--- config.mk ---
export PLATFORM = sky130hd
export DESIGN_NAME = seven_segment_multidigit_counter_flat
export DESIGN_NICKNAME = d
export VERILOG_FILES = /design/src/rtl/seg7_pkg.sv /design/src/rtl/seven_segment_multidigit_counter_if.sv /design/src/rtl/bcd_digit_cell.sv /design/src/rtl/seven_segment_multidigit_counter.sv /design/src/flat_wrapper.sv
export SDC_FILE = /design/constraint.sdc
export NUM_CORES = 1
export LEC_CHECK = 0
export CAP_MARGIN = 10
export CORE_MARGIN = 5
export CORE_UTILIZATION = 50
export CTS_CLUSTER_DIAMETER = 200
export DETAILED_ROUTE_END_ITERATION = 8
export GPL_TIMING_DRIVEN = 1
export HOLD_SLACK_MARGIN = 0.03
export PLACE_DENSITY = 0.8
export RECOVER_POWER = 100
export SETUP_SLACK_MARGIN = 0.3
export SYNTH_ARGS = -nofsm -noshare
export SYNTH_HDL_FRONTEND = slang
export SYNTH_HIERARCHICAL = 1
export SYNTH_SLANG_ARGS = --single-unit
--- constraint.sdc ---
create_clock -name clk -period 2.61 [get_ports clk]
set_input_delay 0.3915 -clock clk [delete_from_list [all_inputs] [get_ports clk]]
set_output_delay 0.3915 -clock clk [all_outputs]
set_load 0.005 [all_outputs]
--- src/rtl/seg7_pkg.sv ---
// Shared seven-segment glyphs and digit helpers.
// Segment order is {g,f,e,d,c,b,a}, 1 = lit.
package seg7_pkg;

  localparam logic [6:0] SEG_0     = 7'b0111111;
  localparam logic [6:0] SEG_1     = 7'b0000110;
  localparam logic [6:0] SEG_2     = 7'b1011011;
  localparam logic [6:0] SEG_3     = 7'b1001111;
  localparam logic [6:0] SEG_4     = 7'b1100110;
  localparam logic [6:0] SEG_5     = 7'b1101101;
  localparam logic [6:0] SEG_6     = 7'b1111101;
  localparam logic [6:0] SEG_7     = 7'b0000111;
  localparam logic [6:0] SEG_8     = 7'b1111111;
  localparam logic [6:0] SEG_9     = 7'b1101111;
  localparam logic [6:0] SEG_A     = 7'b1110111;
  localparam logic [6:0] SEG_B     = 7'b1111100;
  localparam logic [6:0] SEG_C     = 7'b0111001;
  localparam logic [6:0] SEG_D     = 7'b1011110;
  localparam logic [6:0] SEG_E     = 7'b1111001;
  localparam logic [6:0] SEG_F     = 7'b1110001;
  localparam logic [6:0] SEG_BLANK = 7'b0000000;

  function automatic logic [6:0] seg7_decode(
    input logic [3:0] d
  );
    logic [6:0] s;
    s = SEG_BLANK;
    case (d)
      4'h0: s = SEG_0;
      4'h1: s = SEG_1;
      4'h2: s = SEG_2;
      4'h3: s = SEG_3;
      4'h4: s = SEG_4;
      4'h5: s = SEG_5;
      4'h6: s = SEG_6;
      4'h7: s = SEG_7;
      4'h8: s = SEG_8;
      4'h9: s = SEG_9;
      4'hA: s = SEG_A;
      4'hB: s = SEG_B;
      4'hC: s = SEG_C;
      4'hD: s = SEG_D;
      4'hE: s = SEG_E;
      4'hF: s = SEG_F;
    endcase
    return s;
  endfunction

  // Digits outside the radix load as the largest legal digit.
  function automatic logic [3:0] clamp_digit(
    input logic [3:0] d,
    input int         m
  );
    logic [3:0] r;
    r = d;
    if (int'(d) >= m) r = 4'(m - 1);
    return r;
  endfunction

endpackage

--- src/rtl/seven_segment_multidigit_counter_if.sv ---
// Control and display bundle for one display bank.
// slave = counter side, master = board/controller side.
interface seven_segment_multidigit_counter_if #(
  parameter int NUM_DIGITS = 4
);

  logic                    en;
  logic                    up_dn;
  logic                    load;
  logic [4*NUM_DIGITS-1:0] load_val;
  logic [7:0]              tick_sel;
  logic [6:0]              seg_out;
  logic                    dp_out;
  logic [NUM_DIGITS-1:0]   dig_sel;
  logic [4*NUM_DIGITS-1:0] value;
  logic                    tick;
  logic                    wrap;

  modport master (
    output en,
    output up_dn,
    output load,
    output load_val,
    output tick_sel,
    input  seg_out,
    input  dp_out,
    input  dig_sel,
    input  value,
    input  tick,
    input  wrap
  );

  modport slave (
    input  en,
    input  up_dn,
    input  load,
    input  load_val,
    input  tick_sel,
    output seg_out,
    output dp_out,
    output dig_sel,
    output value,
    output tick,
    output wrap
  );

endinterface

--- src/rtl/bcd_digit_cell.sv ---
// One radix-MODULUS counter digit.
// Carry ripples combinationally to the next cell.
module bcd_digit_cell
  import seg7_pkg::*;
#(
  parameter int MODULUS = 10
) (
  input  logic       clk,
  input  logic       reset,
  input  logic       load,
  input  logic [3:0] load_d,
  input  logic       step,
  input  logic       up_dn,
  input  logic       carry_in,
  output logic [3:0] q,
  output logic       carry_out
);

  localparam logic [3:0] TOP = 4'(MODULUS - 1);

  logic       at_end;
  logic [3:0] nxt;

  assign at_end    = up_dn ? (q == TOP) : (q == 4'd0);
  assign carry_out = carry_in & at_end;

  // Next digit in the current direction, rolling at the radix ends
  always_comb begin
    nxt = q;
    if (up_dn) begin
      nxt = at_end ? 4'd0 : q + 4'd1;
    end else begin
      nxt = at_end ? TOP : q - 4'd1;
    end
  end

  // Digit register: load beats a step
  always_ff @(posedge clk) begin
    if (reset) begin
      q <= 4'd0;
    end else if (load) begin
      q <= clamp_digit(load_d, MODULUS);
    end else if (step && carry_in) begin
      q <= nxt;
    end
  end

endmodule

--- src/rtl/seven_segment_multidigit_counter.sv ---
// Multi-digit up/down counter with scanned seven-segment drive.
// Holds prescaler, digit chain, scan and output registers.
module seven_segment_multidigit_counter
  import seg7_pkg::*;
#(
  parameter int NUM_DIGITS   = 4,
  parameter int TICK_COUNT   = 10_000_000,
  parameter int TICK_W       = 24,
  parameter int SCAN_COUNT   = 10_000,
  parameter int SCAN_W       = 14,
  parameter int MODULUS      = 10,
  parameter int COMMON_ANODE = 0
) (
  input logic clk,
  input logic reset,
  seven_segment_multidigit_counter_if.slave bus
);

  localparam int IDX_W = (NUM_DIGITS > 1) ?
                         $clog2(NUM_DIGITS) : 1;
  localparam logic [TICK_W-1:0] TICK_TERM =
    TICK_W'(TICK_COUNT);
  localparam logic [SCAN_W-1:0] SCAN_TERM =
    SCAN_W'(SCAN_COUNT - 1);
  localparam logic [IDX_W-1:0] IDX_LAST =
    IDX_W'(NUM_DIGITS - 1);
  localparam logic POL = (COMMON_ANODE != 0);

  logic [TICK_W-1:0]       pre;
  logic [TICK_W-1:0]       cmp;
  logic                    tick_q;
  logic                    wrap_q;
  logic                    step;
  logic [SCAN_W-1:0]       scan_cnt;
  logic [IDX_W-1:0]        scan_idx;
  logic [6:0]              seg_q;
  logic [NUM_DIGITS:0]     carry;
  logic [3:0]              digs [NUM_DIGITS];
  logic [4*NUM_DIGITS-1:0] val;

  // A non-zero tick_sel selects a coarse 1024-clock-granular rate
  assign cmp = (bus.tick_sel == 8'd0) ?
               TICK_TERM :
               TICK_W'({bus.tick_sel, 10'b0});

  // A load on a tick cycle swallows that tick
  assign step     = tick_q & ~bus.load;
  assign carry[0] = 1'b1;

  for (genvar i = 0; i < NUM_DIGITS; i++) begin : g_dig
    bcd_digit_cell #(
      .MODULUS(MODULUS)
    ) u_cell (
      .clk       (clk),
      .reset     (reset),
      .load      (bus.load),
      .load_d    (bus.load_val[4*i +: 4]),
      .step      (step),
      .up_dn     (bus.up_dn),
      .carry_in  (carry[i]),
      .q         (digs[i]),
      .carry_out (carry[i+1])
    );
    assign val[4*i +: 4] = digs[i];
  end

  // Prescaler: counts to compare, then one-cycle tick
  always_ff @(posedge clk) begin
    if (reset) begin
      pre    <= '0;
      tick_q <= 1'b0;
    end else if (bus.load) begin
      pre    <= '0;
      tick_q <= 1'b0;
    end else if (bus.en) begin
      if (pre == cmp) begin
        pre    <= '0;
        tick_q <= 1'b1;
      end else begin
        pre    <= pre + TICK_W'(1);
        tick_q <= 1'b0;
      end
    end else begin
      tick_q <= 1'b0;
    end
  end

  // Wrap fires with the step that carries out of the top digit
  always_ff @(posedge clk) begin
    if (reset) begin
      wrap_q <= 1'b0;
    end else begin
      wrap_q <= step & carry[NUM_DIGITS];
    end
  end

  // Free-running digit scan
  always_ff @(posedge clk) begin
    if (reset) begin
      scan_cnt <= '0;
      scan_idx <= '0;
    end else if (scan_cnt == SCAN_TERM) begin
      scan_cnt <= '0;
      scan_idx <= (scan_idx == IDX_LAST) ?
                  '0 : scan_idx + IDX_W'(1);
    end else begin
      scan_cnt <= scan_cnt + SCAN_W'(1);
    end
  end

  // Segment register, polarity folded in here
  always_ff @(posedge clk) begin
    if (reset) begin
      seg_q <= SEG_BLANK ^ {7{POL}};
    end else begin
      seg_q <= seg7_decode(digs[scan_idx]) ^ {7{POL}};
    end
  end

  assign bus.seg_out = seg_q;
  assign bus.dig_sel = (NUM_DIGITS'(1) << scan_idx) ^
                       {NUM_DIGITS{POL}};
  assign bus.dp_out  = ((scan_idx == '0) & ~bus.en) ^ POL;
  assign bus.value   = val;
  assign bus.tick    = tick_q;
  assign bus.wrap    = wrap_q;

endmodule

--- src/flat_wrapper.sv ---
// flat-port wrapper written by rule: the top's interface ports become plain ports
module seven_segment_multidigit_counter_flat import seg7_pkg::*;
#(
  parameter int NUM_DIGITS   = 4,
  parameter int TICK_COUNT   = 10_000_000,
  parameter int TICK_W       = 24,
  parameter int SCAN_COUNT   = 10_000,
  parameter int SCAN_W       = 14,
  parameter int MODULUS      = 10,
  parameter int COMMON_ANODE = 0
)
  (clk, reset, bus_en, bus_up_dn, bus_load, bus_load_val, bus_tick_sel, bus_seg_out, bus_dp_out, bus_dig_sel, bus_value, bus_tick, bus_wrap);
  seven_segment_multidigit_counter_if #(.NUM_DIGITS(NUM_DIGITS)) bus_i ();
  input logic clk;
  input logic reset;
  input wire logic [$bits(bus_i.en)-1:0] bus_en;
  input wire logic [$bits(bus_i.up_dn)-1:0] bus_up_dn;
  input wire logic [$bits(bus_i.load)-1:0] bus_load;
  input wire logic [$bits(bus_i.load_val)-1:0] bus_load_val;
  input wire logic [$bits(bus_i.tick_sel)-1:0] bus_tick_sel;
  output wire logic [$bits(bus_i.seg_out)-1:0] bus_seg_out;
  output wire logic [$bits(bus_i.dp_out)-1:0] bus_dp_out;
  output wire logic [$bits(bus_i.dig_sel)-1:0] bus_dig_sel;
  output wire logic [$bits(bus_i.value)-1:0] bus_value;
  output wire logic [$bits(bus_i.tick)-1:0] bus_tick;
  output wire logic [$bits(bus_i.wrap)-1:0] bus_wrap;
  assign bus_i.en = bus_en;
  assign bus_i.up_dn = bus_up_dn;
  assign bus_i.load = bus_load;
  assign bus_i.load_val = bus_load_val;
  assign bus_i.tick_sel = bus_tick_sel;
  assign bus_seg_out = bus_i.seg_out;
  assign bus_dp_out = bus_i.dp_out;
  assign bus_dig_sel = bus_i.dig_sel;
  assign bus_value = bus_i.value;
  assign bus_tick = bus_i.tick;
  assign bus_wrap = bus_i.wrap;
  seven_segment_multidigit_counter #(.NUM_DIGITS(NUM_DIGITS), .TICK_COUNT(TICK_COUNT), .TICK_W(TICK_W), .SCAN_COUNT(SCAN_COUNT), .SCAN_W(SCAN_W), .MODULUS(MODULUS), .COMMON_ANODE(COMMON_ANODE)) u_core (.clk(clk), .reset(reset), .bus(bus_i));
endmodule
Yosys cells after proc, flatten, opt, wreduce, memory -nomap -nowiden
Memory sizes are Yosys's and may differ from the RTL's. A register that Yosys moved wholly into a read port is not among the register bits. Cells that the tools add are included.

Reduce and logical (&&, ||, !) cells: 16. Mux-type cells: 35. Magnitude comparators: 5. Bitwise operators: 9. $add $sub $neg: 11. Equal/unequal tests: 7. Shift-type cells: 1.

Operators with widths (count): $mux W4 (26); $mux W24 (2); $add A24 B1 Y24 const B (1); $eq A24 B24 Y1 (1); $add A4 B1 Y4 const B (4); $eq A4 B4 Y1 const B (4); $ge A4 B4 Y1 const B (4); $logic_not A4 Y1 (4); $sub A4 B1 Y4 const B (4); $add A14 B1 Y14 const B (1); $eq A14 B14 Y1 const B (1); $bmux W4 S2 (1); $logic_not A8 Y1 (1); $reduce_bool A2 Y1 (4); $and A1 B1 Y1 (6); $mux W1 (5); $reduce_or A2 Y1 (2); $shl A1 B2 Y4 const A (1); $ge A3 B3 Y1 const B (1); $logic_and A1 B1 Y1 (3); $not A2 Y3 (1); $reduce_or A3 Y1 (1); $add A2 B1 Y2 const B (1); $eq A2 B2 Y1 const B (1); other kinds (3) (4).

Input port bits: 29. Bits in registers: 58. Word-level logic and storage cells: 94. Output and inout port bits: 30. Memories kept: 1. Memory bits (read-only): 112.

Memories: (no name shown) (depth 16, bits a word 7, read ports 1, clocked after memory_dff 1, write ports 0, line seg7_pkg.sv:28) `case (d)`.

Longest topological paths before layout
Gate-level depths: netlist of the first run.

Depth after elaboration: 7. Depth in mapped cells: 11. Depth with buffers taken out: 11.

By module
Netlist of the first run, hierarchy kept.

Modules (own cells, without submodules): seven_segment_multidigit_counter (area each 2565.0 sq um, seq. area each 980.9 sq um, times used 1, cells an instance 295); bcd_digit_cell (area each 394.1 sq um, seq. area each 80.1 sq um, times used 4, cells an instance 50).

Worst setup path after synthesis of the first run
No wires, ideal clock.

Kind: flip-flop to flip-flop. From: reg u_core.g_dig[0].u_cell.q[0]. To: reg u_core.g_dig[3].u_cell.q[0]. Slack: 416 ps. Stages on the path, launching flop included: 11. Data required time: 2523 ps. Arrival time: 2107 ps. Period minus slack after synthesis: 2194 ps. Cells stage by stage: dfxtp_1 > inv_1 > ha_1 > or3b_2 > a21oi_1 > and2_1 > and2_1 > and2_1 > a21oi_1 > a2111o_1 > o31ai_1.

Word-level cells in the longest chain between the ends: 6. Elaborated cells between the ends (all ways): 7. Classes of those cells: eq/ne: 1; mux: 1; bitwise: 2; reduce/logical: 3.

Ends and longest elaborated chain: start: declaration (line bcd_digit_cell.sv:15) `output logic [3:0] q,`; start signal: assignment (line bcd_digit_cell.sv:42) `q <= clamp_digit(load_d, MODULUS);`; start signal: assignment (line bcd_digit_cell.sv:44) `q <= nxt;`; $eq A4 B4 Y1 or $logic_not A4 Y1 (tied branches) (line bcd_digit_cell.sv:24) `assign at_end = up_dn ? (q == TOP) : (q == 4'd0);`; $mux W1 * (line bcd_digit_cell.sv:24); via u_core.carry[1] (line seven_segment_multidigit_counter.sv:37) `logic [NUM_DIGITS:0] carry;`; $and A1 B1 Y1 * (line bcd_digit_cell.sv:25) `assign carry_out = carry_in & at_end;`; via u_core.carry[2] (line seven_segment_multidigit_counter.sv:37); $and A1 B1 Y1 * (line bcd_digit_cell.sv:25); via u_core.carry[3] (line seven_segment_multidigit_counter.sv:37); $logic_and A1 B1 Y1 * (line bcd_digit_cell.sv:43) `end else if (step && carry_in) begin`; $reduce_bool A2 Y1 (no source line) *; end signal: assignment (line bcd_digit_cell.sv:42); end signal: assignment (line bcd_digit_cell.sv:44); end: declaration (line bcd_digit_cell.sv:15).

Mark *: on every way through the listed nets, which the timed path passes. The rest lies on a longest branch. A chain may end at the register's enable or synchronous reset.

Worst setup path after layout of the first run
From: reg u_core.g_dig[0].u_cell.q[0]. To: reg u_core.g_dig[3].u_cell.q[3].

Same word-level chain as after synthesis.

==> results of run 1 <==
through the flow:
stage | setup slack [ns] | hold slack, ns | total power [uW]
floorplan | 0.416 | 0.431 | 1310
global placement | 0.0696 | 0.442 | 1480
detailed placement | -0.0149 | 0.453 | 1490
CTS | 0.328 | 0.482 | 2380
global route | 0.159 | 0.530 | 2470
finish | 0.324 | 0.477 | 2350
report_power, final:
group          internal [uW]  leakage, uW  switching [uW]
registers               1020     0.000530            38.4
logic                    211      0.00125             198
clock network            493     0.000103             389
state kept, by name, summed over array words and instances (netlist names):
register               flops
u_core/scan_idx            2
u_core/pre                24
u_core/bus.tick            1
u_core/scan_cnt           14
u_core/bus.seg_out         7
u_core/bus.wrap            1
u_core/g_dig.u_cell/q     16
synth_stat cells (7+ instances only):
cell                       instances  area share
sky130_fd_sc_hd__dfxtp_1          65        0.31
sky130_fd_sc_hd__nor2_1           65       0.059
sky130_fd_sc_hd__inv_1            37       0.034
sky130_fd_sc_hd__a21oi_1          26       0.031
sky130_fd_sc_hd__ha_1             26       0.079
sky130_fd_sc_hd__xnor2_1          25       0.053
sky130_fd_sc_hd__nand2_1          23       0.021
sky130_fd_sc_hd__nand3_1          19       0.023
sky130_fd_sc_hd__nand4_1          18       0.027
sky130_fd_sc_hd__xor2_1           17       0.036
sky130_fd_sc_hd__nor3_1           14       0.017
sky130_fd_sc_hd__nor2b_1          12       0.018
sky130_fd_sc_hd__o21ai_0          12       0.015
sky130_fd_sc_hd__clkbuf_1         10      0.0091
sky130_fd_sc_hd__and2_1            9       0.014
sky130_fd_sc_hd__nand2b_1          9       0.014
sky130_fd_sc_hd__o31ai_1           9       0.016
sky130_fd_sc_hd__o211ai_1          8       0.015
sky130_fd_sc_hd__a221oi_1          7       0.015
worst paths after layout:
path / depth (start not counted) / slack [ns] / end
worst min-delay path: 1 / 0.48 / u_core/scan_cnt[0]$_SDFF_PP0_
worst min register to register: 1 / 0.48 / u_core/scan_cnt[0]$_SDFF_PP0_
worst max-delay path: 11 / 0.32 / u_core/g_dig[3].u_cell/q[3]$_SDFFE_PP0P_
worst max register to register: 11 / 0.32 / u_core/g_dig[3].u_cell/q[3]$_SDFFE_PP0P_
cell families after synthesis:
| logic type | share of synthesized area |
|---|---|
| AND/OR/NAND/NOR | 0.260 |
| adder cells (fa/ha/maj) | 0.0785 |
| AO/OA/AOI/OAI | 0.166 |
| buffers and inverters | 0.0595 |
| multiplexers | 0.0317 |
| XOR/XNOR | 0.0888 |
| other | 0.000905 |
| flip-flops | 0.314 |
routing by layer:
metal / vias up / routed length, um / global-route usage
met5: - / 0 / 0
met4: 0 / 172 / 0.0726
met3: 21 / 639 / 0.0443
met2: 133 / 4750 / 0.323
met1: 1831 / 4540 / 0.273
li1: 1905 / - / -
worst max-delay path, cell delays in order, from the launching register on:
cell	delay, ns
sky130_fd_sc_hd__dfxtp_1	0.32
sky130_fd_sc_hd__inv_2	0.08
sky130_fd_sc_hd__ha_1	0.16
sky130_fd_sc_hd__or3b_2	0.45
sky130_fd_sc_hd__a21oi_1	0.17
sky130_fd_sc_hd__and2_0	0.18
sky130_fd_sc_hd__and2_4	0.17
sky130_fd_sc_hd__and2_4	0.15
sky130_fd_sc_hd__nand2_1	0.13
sky130_fd_sc_hd__a21oi_1	0.19
sky130_fd_sc_hd__a21oi_1	0.07
sky130_fd_sc_hd__a211oi_2	0.15
final cells by class:
type,instances,area [um2]
clock buffer,12,155
fill,685,3030
inverter,37,139
clock inverter,4,51.3
tap,105,131
multi-input combinational,376,2610
timing repair buffer,77,712
sequential,65,1300
repair_timing:
action                                  4_1_cts  5_1_grt
buffers inserted                              0        1
endpoints found under the setup margin        3       10
pin swaps                                     0        3
gates resized for setup                       1       12
cloned                                        0        0
==> metrics.log, run 1 <==
INFO  metric run_status = finished, final reports clean
INFO  metric drive_above_1_share = 0.116
INFO  metric worst_slew_margin_rel = 0.654
INFO  metric number_of_iterations_in_the_first_detailed_routing_pass = 5
INFO  metric timing_worst_slew_pin_value = 0.519 ns
INFO  metric start_util = 0.509
INFO  metric grt_setup_unrepaired = yes
INFO  metric vdd_ir_drop_max = 0.000205 V
INFO  metric cts_num_sinks = 65
INFO  metric synth_area_per_cell = 8.37 um2
INFO  metric start_kind = register
INFO  metric cts_max_level = 3
INFO  metric fin_nets = 621
INFO  metric mostFrequentLayoutCells = sky130_fd_sc_hd__dfxtp_1, sky130_fd_sc_hd__nor2_1, sky130_fd_sc_hd__inv_1, sky130_fd_sc_hd__dlygate4sd3_1, sky130_fd_sc_hd__clkdlybuf4s50_1
INFO  metric crit-reg2reg-launch = u_core/g_dig[0].u_cell/q[0]$_SDFFE_PP0P_
INFO  metric synth_cell_types = 49
INFO  metric finalHoldViolations = 0
INFO  metric number_of_antenna_violations_at_the_first_check_in_global_routing = 0
INFO  metric first_pass_grt_wire_length = 16,700 um
INFO  metric hp-start = u_core/scan_cnt[0]$_SDFF_PP0_
INFO  metric utilization = 0.627
INFO  metric routed-via-count = 3,890
INFO  metric clk_pin_slew_worst_paths = 0.07 ns
INFO  metric antenna_cells_inserted = 0
INFO  metric cells_after_synthesis = 495
INFO  metric cts.root.buffer_cell = sky130_fd_sc_hd__clkbuf_8
INFO  metric routed_wl = 10,100 um
INFO  metric antenna_left = 0
INFO  metric insertion_delay = 0.34 ns
INFO  metric worst_hold_path_type = reg2reg
INFO  metric area_delta_synth_final = 23.2%
INFO  metric power.static_leakage = 0.00188 uW
INFO  metric timing.setup.critical_path_class = reg2reg
INFO  metric drt-initial-drc-count = 179
INFO  metric crit_path_end_kind = register
INFO  metric core.rowCount = 33
INFO  metric setup_total_negative_slack = 0 ns
INFO  metric number_of_synthesized_register_bits = 65
INFO  metric buffer_ports.inserted = 58
INFO  metric setup.worst_path.start = u_core/g_dig[0].u_cell/q[0]$_SDFFE_PP0P_
INFO  metric power_density = 462 mW/mm2
INFO  metric report.final.slew_viol_count = 0
INFO  metric fp.dieH = 101 um
INFO  metric clock.fmax = 437 MHz
INFO  metric clk_path_buf_depth = 2
INFO  metric die_width = 101 um
INFO  metric viasPerCell = 5.75
INFO  metric detail_route.drc_violations = 0
INFO  metric maxCapViolCount = 0
INFO  metric setup_violations = 0
INFO  metric placed_cell_area = 0.00489 mm2
INFO  metric asyncSetResetFlopFracSynth = 0
INFO  metric finClkSkew = 0.00719 ns
INFO  metric place_inst = 659
INFO  metric synthesis.yosys.warnings = 6
INFO  metric area_of_the_core = 0.00813 mm2
INFO  metric layout.cells.most_common = sky130_fd_sc_hd__dfxtp_1
INFO  metric globalRouteOverflowTotal = 0
INFO  metric final_area = 0.00510 mm2
INFO  metric period_minus_slack = 2.29 ns
INFO  metric tritoncts = done
INFO  metric first_global_vias = 3,632
INFO  metric routabilityCongestion = 0.928
INFO  metric syn-cell-area = 0.00414 mm2
INFO  metric ioPinCount = 59
INFO  metric post_cts_hold_buffer_count = 0
INFO  metric synth-main-ff-cell = sky130_fd_sc_hd__dfxtp_1
INFO  metric synth-seq-area-share = 0.314
INFO  metric grt_usage = 0.204
INFO  metric required = 2.88 ns
INFO  metric arrival = 2.55 ns
INFO  metric path_max_fanout = 5
INFO  metric wire_per_inst = 14.9 um
INFO  metric min_period_over_period = 0.876
INFO  metric dp_hpwl = 7390 um
INFO  metric grt_max_degree = 24
INFO  metric die-area = 0.0102 mm2
INFO  metric instances_no_fill = 676
INFO  metric post_synth_edffs = 0
INFO  metric number_of_buffers_created_by_cts = 9
No activity file was read; power rests on OpenSTA's default activity.
==> run 2: changes to the inputs <==
--- a/config.mk
+++ b/config.mk
@@ -11,7 +11,7 @@
 export CTS_CLUSTER_DIAMETER = 200
 export DETAILED_ROUTE_END_ITERATION = 8
 export GPL_TIMING_DRIVEN = 1
-export HOLD_SLACK_MARGIN = 0.03
+export HOLD_SLACK_MARGIN = 0.02
 export PLACE_DENSITY = 0.8
 export RECOVER_POWER = 100
 export SETUP_SLACK_MARGIN = 0.3
==> constraint.sdc (replaced) <==
create_clock -name clk -period 2.4 [get_ports clk]
set_input_delay 0.36 -clock clk [delete_from_list [all_inputs] [get_ports clk]]
set_output_delay 0.36 -clock clk [all_outputs]
set_load 0.005 [all_outputs]
==> metrics.log, run 2 (synthesized netlist as in run 1, its figures left out) <==
INFO  metric timing.setup.critical_path_class = reg2reg
INFO  metric fin_nets = 636 (+2.4%)
INFO  metric setup_violations = 0 (unchanged)
INFO  metric detail_route.drc_violations = 0 (unchanged)
INFO  metric place_inst = 669 (+1.5%)
INFO  metric worst_hold_path_type = reg2reg
INFO  metric tritoncts = done
INFO  metric fill_cells = 647 (-5.5%)
INFO  metric routabilityCongestion = 0.945 (+1.8%)
INFO  metric period_minus_slack = 2.18 ns (-0.107 ns)
INFO  metric drive_above_1_share = 0.148 (+0.0329)
INFO  metric min_path_cells = 1 (unchanged)
INFO  metric r2r.worst_path.cells = 9 (-2)
INFO  metric finClkSkew = 0.00607 ns (-0.00113 ns)
INFO  metric cts_num_sinks = 65 (unchanged)
INFO  metric biggestRegsByFlops = u_core/pre x24, u_core/g_dig.u_cell/q x16, u_core/scan_cnt x14
INFO  metric path_max_fanout = 6 (+1)
INFO  metric grt_max_degree = 24 (unchanged)
INFO  metric setup_total_negative_slack = 0 ns (unchanged)
INFO  metric timing_worst_slew_pin_value = 0.566 ns (+0.0477 ns)
INFO  metric layout.cells.most_common = sky130_fd_sc_hd__nor2_1
INFO  metric die_width = 101 um (unchanged)
INFO  metric detailedPlace.worstSlack = -0.208 ns (-0.194 ns)
INFO  metric crit_path_cell_trace = inv_1, ha_1, or3b_2, a21oi_2, and2_4, and2_4, a21oi_4, a2111o_1, o31ai_1
INFO  metric report.final.slew_viol_count = 0 (unchanged)
INFO  metric clk_path_buf_depth = 2 (unchanged)
INFO  metric mostFrequentLayoutCells = sky130_fd_sc_hd__nor2_1, sky130_fd_sc_hd__dfxtp_1, sky130_fd_sc_hd__inv_1, sky130_fd_sc_hd__clkdlybuf4s50_1
INFO  metric number_of_iterations_in_the_first_detailed_routing_pass = 7 (+2)
INFO  metric antenna_left = 0 (unchanged)
INFO  metric number_of_antenna_violations_at_the_first_check_in_global_routing = 0 (unchanged)
INFO  metric required = 2.65 ns (-0.23 ns)
INFO  metric hold_slack = 0.465 ns (-0.0124 ns)
INFO  metric largest_reg_flops = 24 (unchanged)
INFO  metric cp_slowest_stage_delay = 0.45 ns (about the same)
INFO  metric worst_slew_margin_rel = 0.622 (-0.0318)
INFO  metric instances_no_fill = 691 (+2.2%)
INFO  metric vdd_ir_drop_max = 0.000258 V (+26%)
INFO  metric drt-initial-drc-count = 252 (+41%)
INFO  metric worst_path_dominant_cell_family = simple AND/OR/NAND/NOR gates
INFO  metric buffer_ports.inserted = 58 (unchanged)
INFO  metric run_status = finished, final reports clean
INFO  metric fp.dieH = 101 um (unchanged)
INFO  metric maxCapViolCount = 0 (unchanged)
INFO  metric area_delta_synth_final = 27.3%
INFO  metric registers.top_by_ff_count = u_core/pre
INFO  metric routed-via-count = 4,046 (+4.0%)
INFO  metric whs_endpoint = u_core/scan_cnt[0]$_SDFF_PP0_
INFO  metric viasPerCell = 5.86 (+1.8%)
INFO  metric start_util = 0.509 (unchanged)
INFO  metric power.static_leakage = 0.00196 uW (+4.2%)
INFO  metric first_pass_grt_wire_length = 17,300 um (+3.4%)
INFO  metric area_of_the_core = 0.00813 mm2 (unchanged)
INFO  metric min_period_over_period = 0.908 (+0.0321)
INFO  metric first_global_vias = 3,781 (+4.1%)
INFO  metric clock.fmax = 459 MHz (+4.9%)
INFO  metric grt_usage = 0.209 (+0.00517)
INFO  metric post_cts_hold_buffer_count = 0 (unchanged)
INFO  metric start_kind = register
INFO  metric hp-start = u_core/scan_cnt[0]$_SDFF_PP0_
INFO  metric setup.reg_to_reg.worst_slack = 0.22 ns (-0.10 ns)
INFO  metric wire_per_inst = 15.8 um (+6.0%)
INFO  metric ioPinCount = 59 (unchanged)
INFO  metric globalRouteOverflowTotal = 0 (unchanged)
INFO  metric routed_wl = 10,900 um (+8.4%)
INFO  metric regToRegEndpoint = u_core/g_dig[3].u_cell/q[0]$_SDFFE_PP0P_
INFO  metric clk_pin_slew_worst_paths = 0.07 ns (about the same)
INFO  metric antenna_cells_inserted = 0 (unchanged)
INFO  metric cp_num_buf_inv = 1 (unchanged)
INFO  metric cts_max_level = 3 (unchanged)
INFO  metric cpMaxStageDelayCell = sky130_fd_sc_hd__or3b_2
INFO  metric cts.root.buffer_cell = sky130_fd_sc_hd__clkbuf_8
INFO  metric arrival = 2.43 ns (-0.12 ns)
INFO  metric totalPowerFinal = 2580 uW (+9.5%)
INFO  metric dp_hpwl = 7480 um (+1.3%)
INFO  metric crit-reg2reg-launch = u_core/g_dig[1].u_cell/q[1]$_SDFFE_PP0P_
INFO  metric number_of_buffers_created_by_cts = 9 (unchanged)
INFO  metric insertion_delay = 0.35 ns (about the same)
INFO  metric die-area = 0.0102 mm2 (unchanged)
INFO  metric power_density = 489 mW/mm2 (+5.9%)
INFO  metric crit_path_end_kind = register
INFO  metric finalHoldViolations = 0 (unchanged)
INFO  metric grt_setup_unrepaired = yes
INFO  metric cpMostUsedCell = sky130_fd_sc_hd__and2_4
INFO  metric timing.final.ws_setup = 0.221 ns (-0.103 ns)
INFO  metric core.rowCount = 33 (unchanged)
==> run 2: cell types whose count changed in the layout (fill, tap and decap cells not counted), moves of 2 or more <==
cell,previous run,this run
sky130_fd_sc_hd__dlygate4sd2_1,0,2
sky130_fd_sc_hd__buf_4,15,25
sky130_fd_sc_hd__clkbuf_1,4,8
sky130_fd_sc_hd__dlygate4sd3_1,30,25
sky130_fd_sc_hd__dfxtp_2,0,3
sky130_fd_sc_hd__nor4_2,1,3
sky130_fd_sc_hd__clkdlybuf4s50_1,28,30
sky130_fd_sc_hd__dfxtp_1,65,62
sky130_fd_sc_hd__nor4_1,4,1
==> run 2: worst max path at each step <==
stage               slack, ns                                       end  cells after the start                                startpoint
floorplan                0.35  u_core/g_dig[3].u_cell/q[0]$_SDFFE_PP0P_                      9  u_core/g_dig[1].u_cell/q[0]$_SDFFE_PP0P_
global placement        -0.15  u_core/g_dig[3].u_cell/q[0]$_SDFFE_PP0P_                      9                                 bus_up_dn
detailed placement      -0.21  u_core/g_dig[3].u_cell/q[0]$_SDFFE_PP0P_                      9                                 bus_up_dn
CTS                      0.30                u_core/pre[9]$_SDFFE_PP0P_                      7                           bus_tick_sel[4]
global route             0.12  u_core/g_dig[3].u_cell/q[0]$_SDFFE_PP0P_                      9  u_core/g_dig[1].u_cell/q[1]$_SDFFE_PP0P_
finish                   0.22  u_core/g_dig[3].u_cell/q[0]$_SDFFE_PP0P_                      9  u_core/g_dig[1].u_cell/q[1]$_SDFFE_PP0P_
==> run 2: per-layer routing <==
metal,up-vias,wire length [um],global-route usage
met2,183,5310,0.350
met4,0,252,0.0808
met5,-,0,0
met3,30,816,0.0346
li1,1934,-,-
met1,1899,4570,0.268
==> run 2: final cells by class <==
| cell class | instances | area, um2 | share of cell area |
|---|---|---|---|
| Tap cell | 105 | 131 | 0.0249 |
| Sequential cell | 65 | 1310 | 0.247 |
| Clock inverter | 4 | 51.3 | 0.00973 |
| Multi-Input combinational cell | 376 | 2690 | 0.510 |
| Timing Repair Buffer | 92 | 815 | 0.154 |
| Inverter | 37 | 139 | 0.0263 |
| Clock buffer | 12 | 145 | 0.0275 |
==> run 2: repair_timing <==
action | in CTS | in global routing
gates resized for setup | 15 | 18
gates cloned | 0 | 2
endpoints found under the hold margin | 0 | 0
pin swaps | 2 | 6
buffers inserted | 1 | 3
endpoints found under the setup margin | 11 | 30
==> run 2: per-stage QoR <==
stage / area [um2] / utilization
after global placement: 4960 / 0.610
after global routing: 5270 / 0.648
after CTS: 5200 / 0.639
after detailed placement: 4960 / 0.610
after floorplan: 4150 / -
final: 5270 / 0.648
==> run 2: power breakdown <==
group	internal (uW)	total (uW)	switching, uW
Clock	511	945	434
Combinational	248	480	232
Sequential	1110	1150	39.2
==> run 3: changes to the inputs <==
==> constraint.sdc (replaced) <==
create_clock -name clk -period 2.4 [get_ports clk]
set_input_delay 0.24 -clock clk [delete_from_list [all_inputs] [get_ports clk]]
set_output_delay 0.24 -clock clk [all_outputs]
set_load 0.005 [all_outputs]
==> metrics.log, run 3 (synthesized netlist as in run 1, its figures left out) <==
INFO  metric post_cts_hold_buffer_count = 0 (unchanged)
INFO  metric die_width = 101 um (unchanged)
INFO  metric biggestRegsByFlops = u_core/pre x24, u_core/g_dig.u_cell/q x16, u_core/scan_cnt x14
INFO  metric worst_slew_margin_rel = 0.438 (-0.184)
INFO  metric maxCapViolCount = 0 (unchanged)
INFO  metric finClkSkew = 0.00913 ns (+0.00306 ns)
INFO  metric path_max_fanout = 5 (-1)
INFO  metric run_status = finished, final reports clean
INFO  metric vdd_ir_drop_max = 0.000235 V (-9.3%)
INFO  metric worst_hold_path_type = reg2reg
INFO  metric detailedPlace.worstSlack = -0.113 ns (+0.0955 ns)
INFO  metric globalRouteOverflowTotal = 0 (unchanged)
INFO  metric clk_pin_slew_worst_paths = 0.06 ns (about the same)
INFO  metric ioPinCount = 59 (unchanged)
INFO  metric number_of_antenna_violations_at_the_first_check_in_global_routing = 0 (unchanged)
INFO  metric arrival = 2.48 ns (+0.05 ns)
INFO  metric mostFrequentLayoutCells = sky130_fd_sc_hd__nor2_1, sky130_fd_sc_hd__dfxtp_1, sky130_fd_sc_hd__inv_1, sky130_fd_sc_hd__clkdlybuf4s50_1
INFO  metric placed_cell_area = 0.00490 mm2 (-1.2%)
INFO  metric required = 2.65 ns (about the same)
INFO  metric cpMaxStageDelayCell = sky130_fd_sc_hd__or3b_4
INFO  metric detail_route.drc_violations = 0 (unchanged)
INFO  metric area_of_the_core = 0.00813 mm2 (unchanged)
INFO  metric wire_per_inst = 15.2 um (-3.8%)
INFO  metric timing.final.ws_setup = 0.173 ns (-0.0481 ns)
INFO  metric number_of_buffers_created_by_cts = 9 (unchanged)
INFO  metric cts.root.buffer_cell = sky130_fd_sc_hd__clkbuf_8
INFO  metric cp_num_buf_inv = 1 (unchanged)
INFO  metric cp_slowest_stage_delay = 0.38 ns (-0.07 ns)
INFO  metric core.rowCount = 33 (unchanged)
INFO  metric timing_worst_slew_pin_value = 0.843 ns (+0.277 ns)
INFO  metric viasPerCell = 5.73 (-2.1%)
INFO  metric worst_path_dominant_cell_family = simple AND/OR/NAND/NOR gates
INFO  metric final_area = 0.00516 mm2 (-2.1%)
INFO  metric utilization = 0.635 (-0.0135)
INFO  metric dp_hpwl = 7370 um (-1.4%)
INFO  metric crit_path_end_kind = register
INFO  metric cts_max_level = 3 (unchanged)
INFO  metric die-area = 0.0102 mm2 (unchanged)
INFO  metric registers.top_by_ff_count = u_core/pre
INFO  metric start_kind = register
INFO  metric grt_setup_unrepaired = yes
INFO  metric routabilityCongestion = 0.920 (-2.6%)
INFO  metric area_delta_synth_final = 24.7%
INFO  metric crit_path_cell_trace = inv_4, ha_4, or3b_4, a21oi_4, and2_0, and2_4, and2_4, nand2_2, a21oi_1, a21oi_1, a211oi_2
INFO  metric number_of_iterations_in_the_first_detailed_routing_pass = 4 (-3)
INFO  metric timing.setup.critical_path_class = reg2reg
INFO  metric first_global_vias = 3,730 (-1.3%)
INFO  metric buffer_ports.inserted = 58 (unchanged)
INFO  metric antenna_cells_inserted = 0 (unchanged)
INFO  metric fp.dieH = 101 um (unchanged)
INFO  metric layout.cells.most_common = sky130_fd_sc_hd__nor2_1
INFO  metric antenna_left = 0 (unchanged)
INFO  metric routed_wl = 10,400 um (-5.3%)
INFO  metric drt-initial-drc-count = 208 (-17%)
INFO  metric largest_reg_flops = 24 (unchanged)
INFO  metric grt_max_degree = 46 (+92%)
INFO  metric clock.fmax = 449 MHz (-2.2%)
INFO  metric insertion_delay = 0.34 ns (about the same)
INFO  metric setup_violations = 0 (unchanged)
INFO  metric period_minus_slack = 2.23 ns (+0.0481 ns)
INFO  metric tritoncts = done
INFO  metric finalHoldViolations = 0 (unchanged)
INFO  metric grt_usage = 0.204 (-0.00451)
INFO  metric clk_path_buf_depth = 2 (unchanged)
INFO  metric report.final.slew_viol_count = 0 (unchanged)
INFO  metric first_pass_grt_wire_length = 17,000 um (-1.6%)
INFO  metric fill_cells = 691 (+6.8%)
INFO  metric min_period_over_period = 0.928 (+0.0200)
INFO  metric routed-via-count = 3,896 (-3.7%)
INFO  metric fin_nets = 626 (-1.6%)
INFO  metric start_util = 0.509 (unchanged)
INFO  metric power_density = 470 mW/mm2 (-3.8%)
INFO  metric drive_above_1_share = 0.136 (-0.0128)
INFO  metric cts_num_sinks = 65 (unchanged)
INFO  metric power.static_leakage = 0.00188 uW (-4.1%)
-- run 3: metal layers --
| metal | up-vias | part of all wire | track usage |
|---|---|---|---|
| li1 | 1910 | - | - |
| met1 | 1829 | 0.45 | 0.277 |
| met2 | 145 | 0.47 | 0.324 |
| met3 | 12 | 0.066 | 0.0429 |
| met4 | 0 | 0.0098 | 0.0675 |
| met5 | - | 0 | 0 |
-- run 3: final timing paths --
kind / cells past startpoint / endpoint / slack, ns / startpoint
max: 11 / u_core/g_dig[3].u_cell/q[3]$_SDFFE_PP0P_ / 0.17 / u_core/g_dig[0].u_cell/q[1]$_SDFFE_PP0P_
min: 1 / u_core/scan_cnt[0]$_SDFF_PP0_ / 0.46 / u_core/scan_cnt[0]$_SDFF_PP0_
max reg2reg: 11 / u_core/g_dig[3].u_cell/q[3]$_SDFFE_PP0P_ / 0.17 / u_core/g_dig[0].u_cell/q[1]$_SDFFE_PP0P_
min reg2reg: 1 / u_core/scan_cnt[0]$_SDFF_PP0_ / 0.46 / u_core/scan_cnt[0]$_SDFF_PP0_
-- run 3: power by group --
group          switching (uW)  internal (uW)  leakage [uW]  total [uW]
Clock                     415            395     0.0000822         810
Sequential               37.8           1110      0.000531        1150
Combinational             226            240       0.00127         466
-- run 3: final cells by class --
| cell class | count | area [um2] | area share |
|---|---|---|---|
| Clock buffer | 12 | 145 | 0.0281 |
| Inverter | 37 | 144 | 0.0279 |
| Clock inverter | 3 | 17.5 | 0.00339 |
| Timing Repair Buffer | 82 | 741 | 0.143 |
| Tap cell | 105 | 131 | 0.0254 |
| Multi-Input combinational cell | 376 | 2680 | 0.519 |
| Sequential cell | 65 | 1310 | 0.253 |
-- run 3: worst reg2reg max path: cells and delay by family (launching register included) --
kind | cells | cell delay [ns]
AOI/OAI and AO/OA | 4 | 0.60
adders and majority gates | 1 | 0.13
buffers and inverters | 1 | 0.08
DFF | 1 | 0.34
and+or+nand+nor | 5 | 1.01
-- run 3: timing repair --
item,in CTS,in global routing
resized for setup,9,24
pin swaps,5,8
cloned,0,1
setup endpoints to repair,6,28
buffers inserted,1,2
-- run 3: metrics by stage --
step                      hold slack (ns)  setup TNS [ns]  std cells  power (uW)
after CTS                           0.473               0        677        2430
after floorplan                     0.309               0        497        1420
final                               0.465               0        680        2430
after detailed placement            0.458          -0.241        661        1630
after global routing                0.522               0        680        2550
after global placement              0.444        -0.00688        661        1620
==> variant: new RTL, flow settings as in run 3 <==
`SCAN_W` is set to 14 in 2 places; all go to 10.
--- a/src/rtl/seven_segment_multidigit_counter.sv
+++ b/src/rtl/seven_segment_multidigit_counter.sv
@@ -7,7 +7,7 @@
   parameter int TICK_COUNT   = 10_000_000,
   parameter int TICK_W       = 24,
   parameter int SCAN_COUNT   = 10_000,
-  parameter int SCAN_W       = 14,
+  parameter int SCAN_W       = 10,
   parameter int MODULUS      = 10,
   parameter int COMMON_ANODE = 0
 ) (
--- a/src/flat_wrapper.sv
+++ b/src/flat_wrapper.sv
@@ -5,7 +5,7 @@
   parameter int TICK_COUNT   = 10_000_000,
   parameter int TICK_W       = 24,
   parameter int SCAN_COUNT   = 10_000,
-  parameter int SCAN_W       = 14,
+  parameter int SCAN_W       = 10,
   parameter int MODULUS      = 10,
   parameter int COMMON_ANODE = 0
 )
Function: same outputs for any inputs over 10 cycles, from zero or initial values and one cycle with reset high; that may be too few to reach the edited logic, so the function may still have changed.
==> variant against run 3 <==
Wire length increased by 0.43%. Register-to-register slack improved by 0.04 ns. Area after synthesis fell by 2.3%. Cell area down 3.0%. Via count grew 0.21%. Core utilization grew 0.70 points. Cell count shrank 3.5%. Combinational power is 1% higher. Global-route usage increased by 0.18 points. Clock skew grew 0.0012 ns. Power fell by 2.6%. Sequential cell count decreased by 4. Synthesized cell count down 4.0%. Worst setup slack better by 0.015 ns. Critical path type is now input pin to flip-flop. Largest power group unchanged.
==> variant: results <==
[place]
place.gp.congestion = 0.8792
portBuffers = 58
dp_cells = 637
dp_hpwl_um = 7503
pre_cts_ws_ns = -0.04352
place_area_um2 = 4795

[cells_and_area]
layoutNonFillerInstCount = 656
drive_above_1_share_pct = 13.54
nNonClkInverters = 29
fillers = 676
nClkBuffers = 10
multi_input_area_share_pct = 52.96
buf_share_pct = 14.38
clkCellAreaFrac_pct = 3.521
signal_buffers = 80
seq_share_pct = 24.42
multi_input_gates = 368

[grt]
met1_usage_pct = 27.80
grt_pass1_vias = 3582
met2_usage_pct = 33.25
grt_pass1_wl_um = 16960
grt_use_met3_pct = 3.127
grt_max_degree = 35
grt.total_usage_pct = 20.61

[status]
status = "finished, final reports clean"

[drt]
initialDrtViolationCount = 210
via_count = 3904
dr_wl_met2_um = 4924
top_layer = "met4"
wl_met3_um = 726
wl_met1_um = 4549

[floorplanning]
fp.coreArea_um2 = 7807

[timing]
worst_pin_slew_ns = 1.406
clock_skew_ns = 0.01030

[clock_network]
clkSinkCount = 61
clkSlewWorstSetupHoldPaths_ns = 0.07

[power_and_ir_drop]
comb-power_mw = 0.471
power.share.switching_pct = 28.72
p_seq_mw = 1.09
total_leakage_power_nw = 1.867
vdd_drop_max_uv = 272.8

[synth]
synth_common_cells = "61 x dfxtp_1, 47 x nor2_1, 29 x a21oi_1, 29 x inv_1"
ys.flop_type = "dfxtp_1"
ys_types = 53
syn_inst = 475

[setup_path]
critical-path-max-stage-delay_ns = 0.58
cpMaxStageDelayCell = "dlygate4sd3_1"
[variant: changes by cell type in the layout (fill, tap and decap cells not counted), moves of 4 or more]
cell / change
a21oi_2: +4
inv_1: -9
nand2b_1: -4
nor2_1: -16
nor3_1: +5
xnor2_1: -9
xor2_1: +6
[variant: what timing repair did]
item	CTS	global route
gates cloned	0	0
setup buffers	1	2
gates resized for setup	10	19
pin swaps	3	7
endpoints found under the setup margin	10	18
[variant: worst register-to-register path, stage by stage, from the launching register on]
cell	delay, ns
dfxtp_1	0.32
inv_2	0.09
ha_4	0.14
or3b_4	0.37
a21oi_1	0.19
and2_4	0.17
and2_4	0.13
and2_4	0.16
a21oi_2	0.07
a2111o_1	0.40
o31ai_1	0.07
[variant: through the flow]
step / hold slack (ns) / util, % / total power, mW
floorplan: 0.3091 / - / 1.362
global placement: 0.4311 / 61.41 / 1.555
detailed placement: 0.4366 / 61.41 / 1.568
CTS: 0.4527 / 64.10 / 2.388
global route: 0.4889 / 64.18 / 2.474
finish: 0.4496 / 64.18 / 2.366
[variant: worst paths after layout]
path | cells past startpoint | slack [ns] | end | startpoint
max | 9 | 0.19 | u_core/g_dig[3].u_cell/q[0] | bus_up_dn
min | 1 | 0.45 | u_core/scan_cnt[0] | u_core/scan_cnt[0]
max reg2reg | 10 | 0.21 | u_core/g_dig[3].u_cell/q[0] | u_core/g_dig[0].u_cell/q[1]
min reg2reg | 1 | 0.45 | u_core/scan_cnt[0] | u_core/scan_cnt[0]
[variant: cell families (layout without fill, tap and decap cells)]
kind of cell	Yosys count	count (layout)	synth area share, %
compound gates	99	99	17.72
xor+xnor	39	39	8.444
fa+ha+maj	26	26	8.042
buf+inv	48	125	5.413
flops	61	61	30.19
mux	9	9	3.495
other cells	1	3	0.09270
simple gates	192	192	26.60
